`config.mk`:
```
export PLATFORM = sky130hd
export DESIGN_NAME = fft_frame_source
export DESIGN_NICKNAME = d
export VERILOG_FILES = /design/src/rtl/fft_frame_source.sv
export SDC_FILE = /design/constraint.sdc
export NUM_CORES = 1
export LEC_CHECK = 0
export CORE_MARGIN = 8
export CORE_UTILIZATION = 41
export CTS_CLUSTER_DIAMETER = 30
export CTS_CLUSTER_SIZE = 28
export DETAILED_ROUTE_END_ITERATION = 7
export PLACE_DENSITY = 0.81
export SLEW_MARGIN = 20
export SYNTH_ARGS = -nofsm -noshare
export SYNTH_HDL_FRONTEND = slang
export SYNTH_SLANG_ARGS = --single-unit
```
`constraint.sdc`:
```
create_clock -name aclk -period 2.72 [get_ports aclk]
set_input_delay 0.544 -clock aclk [delete_from_list [all_inputs] [get_ports aclk]]
set_output_delay 0.544 -clock aclk [all_outputs]
set_load 0.02 [all_outputs]
```
`src/rtl/fft_frame_source.sv`:
```
// fft_frame_source: AXI-Stream source feeding the FFT/magnitude chain.
// Each frame starts with one config word (CFG_WORD) on m_axis_config, then
// streams FRAME_LEN complex beats {Im=0, Re=sample} with tlast on the final beat.
// Build option: define ZERO_PAD_EN so that only the first FRAME_LEN/2 beats come
// from s_axis_smp and the remaining beats are generated internally as zero.
module fft_frame_source #(
  parameter int unsigned FRAME_LEN = 128,
  parameter logic [15:0] CFG_WORD  = 16'h0003,
  parameter int unsigned CNT_W     = 16
) (
  input  logic             aclk,
  input  logic             areset,
  input  logic [31:0]      s_axis_smp_tdata,
  input  logic             s_axis_smp_tvalid,
  output logic             s_axis_smp_tready,
  output logic [15:0]      m_axis_config_tdata,
  output logic             m_axis_config_tvalid,
  input  logic             m_axis_config_tready,
  output logic [63:0]      m_axis_data_tdata,
  output logic             m_axis_data_tvalid,
  input  logic             m_axis_data_tready,
  output logic             m_axis_data_tlast,
  output logic             frame_done,
  output logic [CNT_W-1:0] frame_count
);

  // load_cnt must be able to hold FRAME_LEN itself ("frame fully loaded").
  localparam int unsigned LdW = $clog2(FRAME_LEN) + 1;
`ifdef ZERO_PAD_EN
  localparam int unsigned SrcLen = FRAME_LEN / 2;
`else
  localparam int unsigned SrcLen = FRAME_LEN;
`endif
  localparam logic [LdW-1:0] FrameLenC = LdW'(FRAME_LEN);
  localparam logic [LdW-1:0] LastIdx   = LdW'(FRAME_LEN - 1);
  localparam logic [LdW-1:0] SrcLenC   = LdW'(SrcLen);

  typedef enum logic [0:0] {StCfg, StData} state_e;

  state_e           state_q;
  logic [LdW-1:0]   load_cnt_q;
  logic [15:0]      cfg_data_q;
  logic             cfg_valid_q;
  logic [63:0]      data_q;
  logic             data_valid_q;
  logic             data_last_q;
  logic             frame_done_q;
  logic [CNT_W-1:0] frame_count_q;

  logic in_data;
  logic out_free;
  logic smp_load;
  logic pad_load;
  logic any_load;
  logic beat_hs;
  logic last_hs;

  assign in_data  = (state_q == StData);
  // Output register can take a new beat if empty or draining this cycle.
  assign out_free = ~data_valid_q | m_axis_data_tready;

  assign s_axis_smp_tready = in_data & out_free & (load_cnt_q < SrcLenC);
  assign smp_load          = s_axis_smp_tready & s_axis_smp_tvalid;

`ifdef ZERO_PAD_EN
  // Tail of the frame is filled with zero beats, no input consumed.
  assign pad_load = in_data & out_free & (load_cnt_q >= SrcLenC) & (load_cnt_q < FrameLenC);
`else
  assign pad_load = 1'b0;
`endif

  assign any_load = smp_load | pad_load;
  assign beat_hs  = data_valid_q & m_axis_data_tready;
  assign last_hs  = beat_hs & data_last_q;

  // Frame sequencer: config handshake, then load/drain of the output register.
  always_ff @(posedge aclk or posedge areset) begin
    if (areset) begin
      state_q       <= StCfg;
      load_cnt_q    <= '0;
      cfg_data_q    <= '0;
      cfg_valid_q   <= 1'b0;
      data_q        <= '0;
      data_valid_q  <= 1'b0;
      data_last_q   <= 1'b0;
      frame_done_q  <= 1'b0;
      frame_count_q <= '0;
    end else begin
      frame_done_q <= 1'b0;
      unique case (state_q)
        StCfg: begin
          if (!cfg_valid_q) begin
            cfg_valid_q <= 1'b1;
            cfg_data_q  <= CFG_WORD;
          end else if (m_axis_config_tready) begin
            cfg_valid_q <= 1'b0;
            state_q     <= StData;
          end
        end
        StData: begin
          if (any_load) begin
            data_q       <= smp_load ? {32'h0, s_axis_smp_tdata} : 64'h0;
            data_valid_q <= 1'b1;
            data_last_q  <= (load_cnt_q == LastIdx);
            load_cnt_q   <= load_cnt_q + 1'b1;
          end else if (beat_hs) begin
            data_valid_q <= 1'b0;
            data_last_q  <= 1'b0;
          end
          // All beats are loaded by the time tlast drains, so no load races this.
          if (last_hs) begin
            frame_done_q  <= 1'b1;
            frame_count_q <= frame_count_q + 1'b1;
            load_cnt_q    <= '0;
            state_q       <= StCfg;
            cfg_valid_q   <= 1'b1;
            cfg_data_q    <= CFG_WORD;
          end
        end
        default: state_q <= StCfg;
      endcase
    end
  end

  assign m_axis_config_tdata  = cfg_data_q;
  assign m_axis_config_tvalid = cfg_valid_q;
  assign m_axis_data_tdata    = data_q;
  assign m_axis_data_tvalid   = data_valid_q;
  assign m_axis_data_tlast    = data_last_q;
  assign frame_done           = frame_done_q;
  assign frame_count          = frame_count_q;

endmodule

```
# Word level (Yosys, flattened, before mapping)
# Cells that the tools add are included.
[word_totals]
reg_bits = 77
output_inout_bits = 101
[classes]
addsub = 2
magnitude_cmp = 1
n_eq_ne = 3
mux = 18
bitwise = 8
n_reduce_logical = 7
[ops]
columns = ["cell", "count"]
rows = [
  ["$mux 16", 2],
  ["$pmux 16 s2", 1],
  ["$add 16x1->16 const B", 1],
  ["$mux 8", 2],
  ["$mux 1", 11],
  ["$reduce_and 2->1", 5],
  ["$add 8x1->8 const B", 1],
  ["$eq 8x7->1 const B", 1],
  ["$lt 8x8->1 const B", 1],
  ["$and 1x1->1", 5],
  ["$pmux 1 s2", 2],
  ["$reduce_bool 2->1", 2],
  ["$ne 2x1->1 const B", 1],
  ["$ne 2x2->1 const B", 1],
  ["$not 1->1", 2],
  ["$or 1x1->1", 1],
]

# Depth between registers and ports, before layout
# Gate-level depths: netlist of run 1.
[logic_depth]
word_depth = 7
ltp_mapped = 6
ltp_nobuf = 5

# Worst setup path after synthesis of run 1
# OpenSTA, ideal clock, no wires.
[synth_timing]
path_kind = "register to register"
start = "reg data_valid_q, in the netlist m_axis_data_tvalid"
end = "reg data_q[0], in the netlist m_axis_data_tdata[0]"
setup_time_ns = 0.125
arrival_ns = 1.687
t_required_ns = 2.595
slack_ns = 0.908
stages_incl_launch_ff = 6
path_buffers = 2
cell_sequence = "dfrtp_1 -> clkbuf_2 -> or2b_2 -> nand3_2 -> buf_2 -> mux2_2"
[synth_via]
elab_chain_cells = 6
[synth_lines]
columns = ["element", "line_no", "source"]
rows = [
  ["from (decl)", "45", "logic data_valid_q;"],
  ["from (signal assigned)", "84", "data_valid_q <= 1'b0;"],
  ["from (signal assigned)", "103", "data_valid_q <= 1'b1;"],
  ["from (signal assigned)", "107", "data_valid_q <= 1'b0;"],
  ["$not 1->1", "60", "assign out_free = ~data_valid_q | m_axis_data_tready;"],
  ["$or 1x1->1", "60", ""],
  ["$and 1x1->1 (2 in a row)", "62", "assign s_axis_smp_tready = in_data & out_free & (load_cnt_q < SrcLenC);"],
  ["$and 1x1->1", "63", "assign smp_load = s_axis_smp_tready & s_axis_smp_tvalid;"],
  ["$reduce_and 2->1 (no line)", "--", ""],
  ["to (signal assigned)", "102", "data_q <= smp_load ? {32'h0, s_axis_smp_tdata} : 64'h0;"],
  ["to (decl)", "44", "logic [63:0] data_q;"],
]
# Every way passes these cells.
# A chain may end at the register's enable or synchronous reset.

# Final worst setup path of run 1
[layout_timing]
start = "in m_axis_data_tready"
end = "out s_axis_smp_tready"
[layout_via]
elab_chain_cells = 3
[layout_lines]
columns = ["element", "line_no", "source"]
rows = [
  ["from (decl)", "21", "input logic m_axis_data_tready,"],
  ["$or 1x1->1", "60", ""],
  ["$and 1x1->1 (2 in a row)", "62", ""],
  ["to (decl)", "15", "output logic s_axis_smp_tready,"],
]
# Every way passes these cells.

==> metrics.md, run 1 <==
| Metric | Value |
|---|---|
| PostCTS Resize Cnt | `0` |
| PD cells | `around 780 nW/um^2` |
| Nets | `388` |
| Synth area leader | `dfrtp_1` |
| Int Power | `0.00211 W` |
| Switch Pwr | `0.00102 W` |
| # diodes | `0` |
| Setup crit start kind | `input port` |
| Die area | `10200 um^2` |
| Critical path fanouts, max | `5` |
| FFs w/ async S/R, synth | `100%` |
| Mapped cell area | `2950 um^2` |
| Cell variety after synth | `37` |
| Synth Register Bits | `62` |
| CTS root buffer | `clkbuf_8` |
| Largest net degree at the start of global routing | `38` |
| Clk Latency, worst-skew pair | `0.32 ns` |
| Post-synth EDFFs | `0` |
| Initial DRC Count | `48` |
| CTS tree | `built` |
| Post-route insts no fill | `453` |
| Commonest non-fill, non-tap cell in the layout | `clkdlybuf4s50_1` |
| Pwr Total | `0.00313 W` |
| Clk network pwr share | `24.3%` |
| Vias in the first global route | `2096` |
| Slowest-stage cell, CP | `clkdlybuf4s50_1` |
| Vias post-DR | `2037` |
| Layout cells sized above 1 | `17.2%` |
| Die height | `101 um` |
| Worst-Margin Slew | `0.574 ns` |
| I/O pin count | `approximately 140` |
| Worst vdd ir | `0.514 mV` |
| Synthesized instance count | `between 200 and 250` |
| LEAKAGE | `1.78 nW` |
| Post-layout min period | `2.53 ns` |
| Most frequent cells in the layout | `clkdlybuf4s50_1 (91), dfrtp_1 (62), conb_1 (46)` |
| Outcome | `completed` |
| CTS Buffer Depth | `2` |
| Register area share after synthesis | `a little over half` |
| Mean Syn Cell Area | `11.9 um^2` |
| Critical Path Max Stage Delay | `0.61 ns` |
| Worst setup EP type | `primary output` |
| # DRC | `0` |
| Total GRT Usage | `13.3%` |
| Initial Utilization | `41.6%` |
| Leading post-synthesis cells by cell area | `dfrtp_1 (53%), buf_4 (13%), mux2_2 (12%), xnor2_1 (4.5%), nand2_1 (2.5%)` |
| Dpl hpwl | `5230 um` |
| Core ar. | `~7100 um^2` |
| GP Congestion | `0.818` |
| Slew Viols, Final | `0` |
| Num rows | `31` |
| 1st-pass router iterations | `4` |
| Setup TNS Final | `0 ns` |
| HP Class | `flip-flop to flip-flop` |
| Total grt overflow | `0` |
| Vias per cell | `4.50` |
| Worst setup path category | `input port to primary output` |
| Number of buffer and inverter stages on the critical path | `2` |
| Num CTS Buffers | `9` |
| Clock Skew | `0.00637 ns` |
| Slew HR | `61.7%` |
| Maxcap violations | `0` |
| # setup viols final | `0` |
| Post-Place Cells | `437` |
| Crit-path most repeated cell | `clkdlybuf4s50_1` |
| H-tree Lvls | `3` |
| Clock sinks | `62` |
| Routed Antenna Nets | `0` |
| Worst-path clk slew | `0.06 ns` |
| Drt wl/cell | `15.0 um` |
| Synth warnings | `0` |
| Crit share post-route | `between 90 and 100%` |
| Fill count | `628` |
| Switching fraction of total power | `32.7%` |
| Hold-fix buffers, CTS | `0` |
| First-pass GRT wire length | `10600 um` |
| Antenna violations before repair | `0` |
| CP arrival | `1.98 ns` |
| RSZ-0062 raised after global routing | `no` |
| Hold Vio Cnt, Final | `0` |
| Worst-path cell chain | `clkdlybuf4s50_1, and2b_2, nor2_1, clkdlybuf4s50_1` |
| Ys flop type | `dfrtp_1` |
| Total Wirelength | `approximately 6800 um` |
| Worst EP required | `2.18 ns` |
| I/O Buffers | `91` |
| Top Family by Delay on Critical Path | `buffers and inverters` |
| Chip width | `101 um` |
| Combinational power share | `35.3%` |
| Fmax | `396 MHz` |
| Area Growth Syn to Fin | `36.2%` |
| Setup repair bufs after CTS | `0` |
| Seq pwr share | `40.4%` |
| Top cell type's share of synthesized area | `52.6%` |
layout make-up:
| type | instances | area (um^2) | area share (%) |
|---|---|---|---|
| Tap cell | 99 | 124 | 3.08 |
| Multi-Input combinational cell | 175 | 1170 | 29.1 |
| Sequential cell | 62 | 1550 | 38.6 |
| Inverter | 4 | 15.0 | 0.373 |
| Clock buffer | 11 | 131 | 3.27 |
| Timing Repair Buffer | 97 | 981 | 24.4 |
| Clock inverter | 5 | 50.0 | 1.24 |
through the flow:
step / util, % / worst slack [ns] / cell area, um^2 / hold slack [ns]
floorplan: - / 0.635 / 3120 / 0.480
global placement: 54.1 / 0.141 / 3840 / 0.460
detailed placement: 54.1 / 0.181 / 3840 / 0.464
CTS: 56.7 / 0.180 / 4020 / 0.476
global route: 56.7 / 0.167 / 4020 / 0.480
finish: 56.7 / 0.194 / 4020 / 0.467
synthesized netlist by cell type (2+ instances only):
cell type,instances
nor4_1,4
buf_4,50
nand4_1,7
nor2_1,11
xnor2_1,15
and4_1,3
ha_1,2
nand2b_1,2
dfrtp_1,62
nand2_1,20
a32o_1,2
xor2_1,4
mux2_2,32
inv_1,3
nor3_1,2
nand3_1,8
power groups by stage:
stage | Combinational [W] | Clock [W] | Sequential, W
finish | 0.00110 | 0.000760 | 0.00127
global placement | 0.00110 | 0 | 0.00127
global route | 0.00118 | 0.000832 | 0.00130
CTS | 0.00112 | 0.000786 | 0.00127
detailed placement | 0.00112 | 0 | 0.00128
floorplan | 0.000470 | 0 | 0.00147
path summary, 6_finish.rpt:
check,startpoint,endpoint,slack [ns],depth (start not counted)
worst max-delay path,m_axis_data_tready,s_axis_smp_tready,0.19,4
worst min-delay path,frame_count[15]$_DFFE_PP0P_,frame_count[15]$_DFFE_PP0P_,0.47,1
worst max register to register,m_axis_data_tvalid$_DFFE_PP0P_,m_axis_data_tdata[28]$_DFFE_PP0P_,0.93,4
worst min register to register,frame_count[15]$_DFFE_PP0P_,frame_count[15]$_DFFE_PP0P_,0.47,1
max in group asynchronous,areset,m_axis_data_tdata[0]$_DFFE_PP0P_,1.52,3
min in group asynchronous,areset,m_axis_data_tdata[27]$_DFFE_PP0P_,0.59,2
state kept, by name (all words and copies together) (netlist names):
register,flops
frame_count,16
frame_done,1
in_data,1
load_cnt_q,8
m_axis_config_tdata,1
m_axis_config_tvalid,1
m_axis_data_tdata,32
m_axis_data_tlast,1
m_axis_data_tvalid,1
worst reg2reg max path: stages, from the launching register on:
cell and delay [ns]:
dfrtp_1 0.51, or2b_2 0.35, nand3_2 0.21, buf_12 0.24, mux2_2 0.37
metal layers:
metal	routed length, um	global-route usage, %	share of wire (%)
met5	0	0	0
met3	693	4.97	10
met2	3480	23.5	51
met1	2520	13.8	37
met4	74	5.70	1.1
cells by family after synthesis:
group | share of synthesized area [%]
simple gates | 13.1
flops | 52.6
compound gates | 1.65
buf+inv | 13.6
fa+ha+maj | 0.848
xor+xnor | 5.64
mux | 12.5
other cells | 0.127
Power figures use the tool's default switching activity.
==> run 2, diff against run 1 <==
--- a/config.mk
+++ b/config.mk
@@ -6,11 +6,12 @@
 export NUM_CORES = 1
 export LEC_CHECK = 0
 export CORE_MARGIN = 8
-export CORE_UTILIZATION = 41
+export CORE_UTILIZATION = 60
 export CTS_CLUSTER_DIAMETER = 30
 export CTS_CLUSTER_SIZE = 28
 export DETAILED_ROUTE_END_ITERATION = 7
-export PLACE_DENSITY = 0.81
+export DONT_BUFFER_PORTS = 1
+export PLACE_DENSITY = 0.77
 export SLEW_MARGIN = 20
 export SYNTH_ARGS = -nofsm -noshare
 export SYNTH_HDL_FRONTEND = slang
==> metrics.md, run 2 (synthesized netlist as in run 1, its figures left out) <==
| Metric | Value |
|---|---|
| Critical Path Max Stage Delay | `0.54 ns (-0.07 ns)` |
| Initial Utilization | `62.5% (+21 points)` |
| R2R cell count | `4 (unchanged)` |
| HP Class | `input port to asynchronous set/reset pin` |
| Worst setup path category | `flip-flop to primary output` |
| LEAKAGE | `1.45 nW (-19%)` |
| Setup crit start kind | `flip-flop` |
| Hold-fix buffers, CTS | `0 (unchanged)` |
| Antenna violations before repair | `0 (unchanged)` |
| CP arrival | `1.56 ns (-0.42 ns)` |
| Die height | `86.1 um (-15%)` |
| Clock Skew | `0.00643 ns (+0.0000675 ns)` |
| Die area | `7420 um^2 (-27%)` |
| Post-layout min period | `2.10 ns (-0.424 ns)` |
| Most frequent cells in the layout | `dfrtp_1 (62), conb_1 (46), mux2_2 (32)` |
| Vias in the first global route | `1720 (-18%)` |
| PostCTS Resize Cnt | `0 (unchanged)` |
| Worst EP required | `2.18 ns (about the same)` |
| R2R Path Start | `m_axis_data_tvalid$_DFFE_PP0P_` |
| Total GRT Usage | `15.6% (+2.3 points)` |
| Total Wirelength | `5830 um (-14%)` |
| First-pass GRT wire length | `8790 um (-17%)` |
| 1st-pass router iterations | `4 (unchanged)` |
| Crit share post-route | `77.3% (-16 points)` |
| Slew HR | `54.4% (-7.3 points)` |
| Routed Antenna Nets | `0 (unchanged)` |
| Hold Vio Cnt, Final | `0 (unchanged)` |
| # diodes | `0 (unchanged)` |
| PD cells | `972 nW/um^2 (+25%)` |
| Flop2flop setup slack | `0.72 ns (-0.21 ns)` |
| RSZ-0062 raised after global routing | `no` |
| Clk Latency, worst-skew pair | `0.33 ns (about the same)` |
| Area Growth Syn to Fin | `5.43%` |
| Largest net degree at the start of global routing | `38 (unchanged)` |
| Outcome | `completed` |
| Initial DRC Count | `51 (+6.3%)` |
| Vias per cell | `5.11 (+14%)` |
| Worst r2r dst | `frame_count[15]$_DFFE_PP0P_` |
| Critical path fanouts, max | `8 (+3)` |
| I/O Buffers | `0 (-100%)` |
| Slowest-stage cell, CP | `dfrtp_1` |
| Num CTS Buffers | `9 (unchanged)` |
| Commonest non-fill, non-tap cell in the layout | `dfrtp_1` |
| Worst-path clk slew | `0.07 ns (about the same)` |
| Nets | `294 (-24%)` |
| H-tree Lvls | `3 (unchanged)` |
| Largest register FFs | `32 (unchanged)` |
| CTS Buffer Depth | `2 (unchanged)` |
| Chip width | `86.1 um (-15%)` |
| # DRC | `0 (unchanged)` |
| Worst hold slack | `0.192 ns (-0.275 ns)` |
| Fmax | `476 MHz (+20%)` |
| Slew Viols, Final | `0 (unchanged)` |
| I/O pin count | `138 (unchanged)` |
| Setup TNS Final | `0 ns (unchanged)` |
| Total grt overflow | `0 (unchanged)` |
| Clock sinks | `62 (unchanged)` |
| Maxcap violations | `0 (unchanged)` |
| GP Congestion | `0.765 (-6.6%)` |
| Setup repair bufs after CTS | `0 (unchanged)` |
| Vias post-DR | `1672 (-18%)` |
| # setup viols final | `0 (unchanged)` |
| Dpl hpwl | `4480 um (-14%)` |
| CTS tree | `built` |
| CTS root buffer | `clkbuf_8` |
| Worst vdd ir | `0.611 mV (+19%)` |
| Worst setup EP type | `primary output` |
| Fill count | `364 (-42%)` |
| Core ar. | `4720 um^2 (-33%)` |
| Drt wl/cell | `17.8 um (+19%)` |
| Layout cells sized above 1 | `23.1% (+5.8 points)` |
| Num rows | `25 (-19%)` |
| Worst-Margin Slew | `0.682 ns (+0.109 ns)` |
| Worst-path cell chain | `and2b_2, nor2_1` |
-- run 2: cell count changes in the layout (fill, tap and decap cells not counted) --
| cell | change |
|---|---|
| clkbuf_8 | +1 |
| bufinv_16 | +3 |
| clkinv_2 | -3 |
| clkdlybuf4s50_1 | -91 |
| clkbuf_1 | -2 |
| clkinvlp_4 | +1 |
| buf_12 | -2 |
| buf_4 | -1 |
-- run 2: layer usage --
layer  vias to the layer above  global-route usage, %  share of wire, %
li1                        768                      -                 -
met1                       802                   15.3                35
met4                         0                   6.69              0.96
met5                         -                      0                 0
met3                         6                   10.0                15
met2                        96                   25.5                49
-- run 2: layout make-up --
class / instances / area [um^2] / area share, %
tap: 67 / 83.8 / 2.69
clock buffer: 10 / 138 / 4.42
inverter: 4 / 15.0 / 0.483
timing repair buffer: 3 / 22.5 / 0.724
clock inverter: 6 / 133 / 4.26
sequential: 62 / 1550 / 49.9
multi-input combinational: 175 / 1170 / 37.6
-- run 2: worst max-delay path by stage --
stage | slack (ns) | cells after the start | startpoint | to
2_1_floorplan | 0.63 | 1 | areset | frame_count[0]$_DFFE_PP0P_
3_3_place_gp | 0.74 | 4 | m_axis_data_tvalid$_DFFE_PP0P_ | frame_count[11]$_DFFE_PP0P_
3_5_place_dp | 0.72 | 4 | m_axis_data_tvalid$_DFFE_PP0P_ | frame_count[15]$_DFFE_PP0P_
4_1_cts | 0.59 | 2 | m_axis_data_tvalid$_DFFE_PP0P_ | s_axis_smp_tready
5_1_grt | 0.56 | 2 | m_axis_data_tvalid$_DFFE_PP0P_ | s_axis_smp_tready
6_report | 0.62 | 2 | m_axis_data_tvalid$_DFFE_PP0P_ | s_axis_smp_tready
-- run 2: critical path: cells and delay by family, from the launching register on --
family | cells | cell delay (ns)
flip-flops | 1 | 0.54
AND/OR/NAND/NOR | 2 | 0.68
-- run 2: power by group --
part | total, W | switching [W] | leakage, nW | internal (W)
logic | 0.000416 | 0.000208 | 0.547 | 0.000209
clock network | 0.00107 | 0.000347 | 0.132 | 0.000725
registers | 0.00154 | 0.000411 | 0.770 | 0.00113
total | 0.00302 | 0.000966 | 1.45 | 0.00206
-- run 2: metrics by stage --
step / utilization (%) / setup slack, ns / area, um^2 / total power [W] / std cells
after detailed placement: 60.2 / 0.716 / 2840 / 0.00198 / 311
after global placement: 60.2 / 0.738 / 2840 / 0.00195 / 311
final: 65.9 / 0.618 / 3110 / 0.00302 / 327
after CTS: 65.9 / 0.594 / 3110 / 0.00306 / 327
after floorplan: - / 0.635 / 3120 / 0.00194 / 293
after global routing: 65.9 / 0.560 / 3110 / 0.00317 / 327
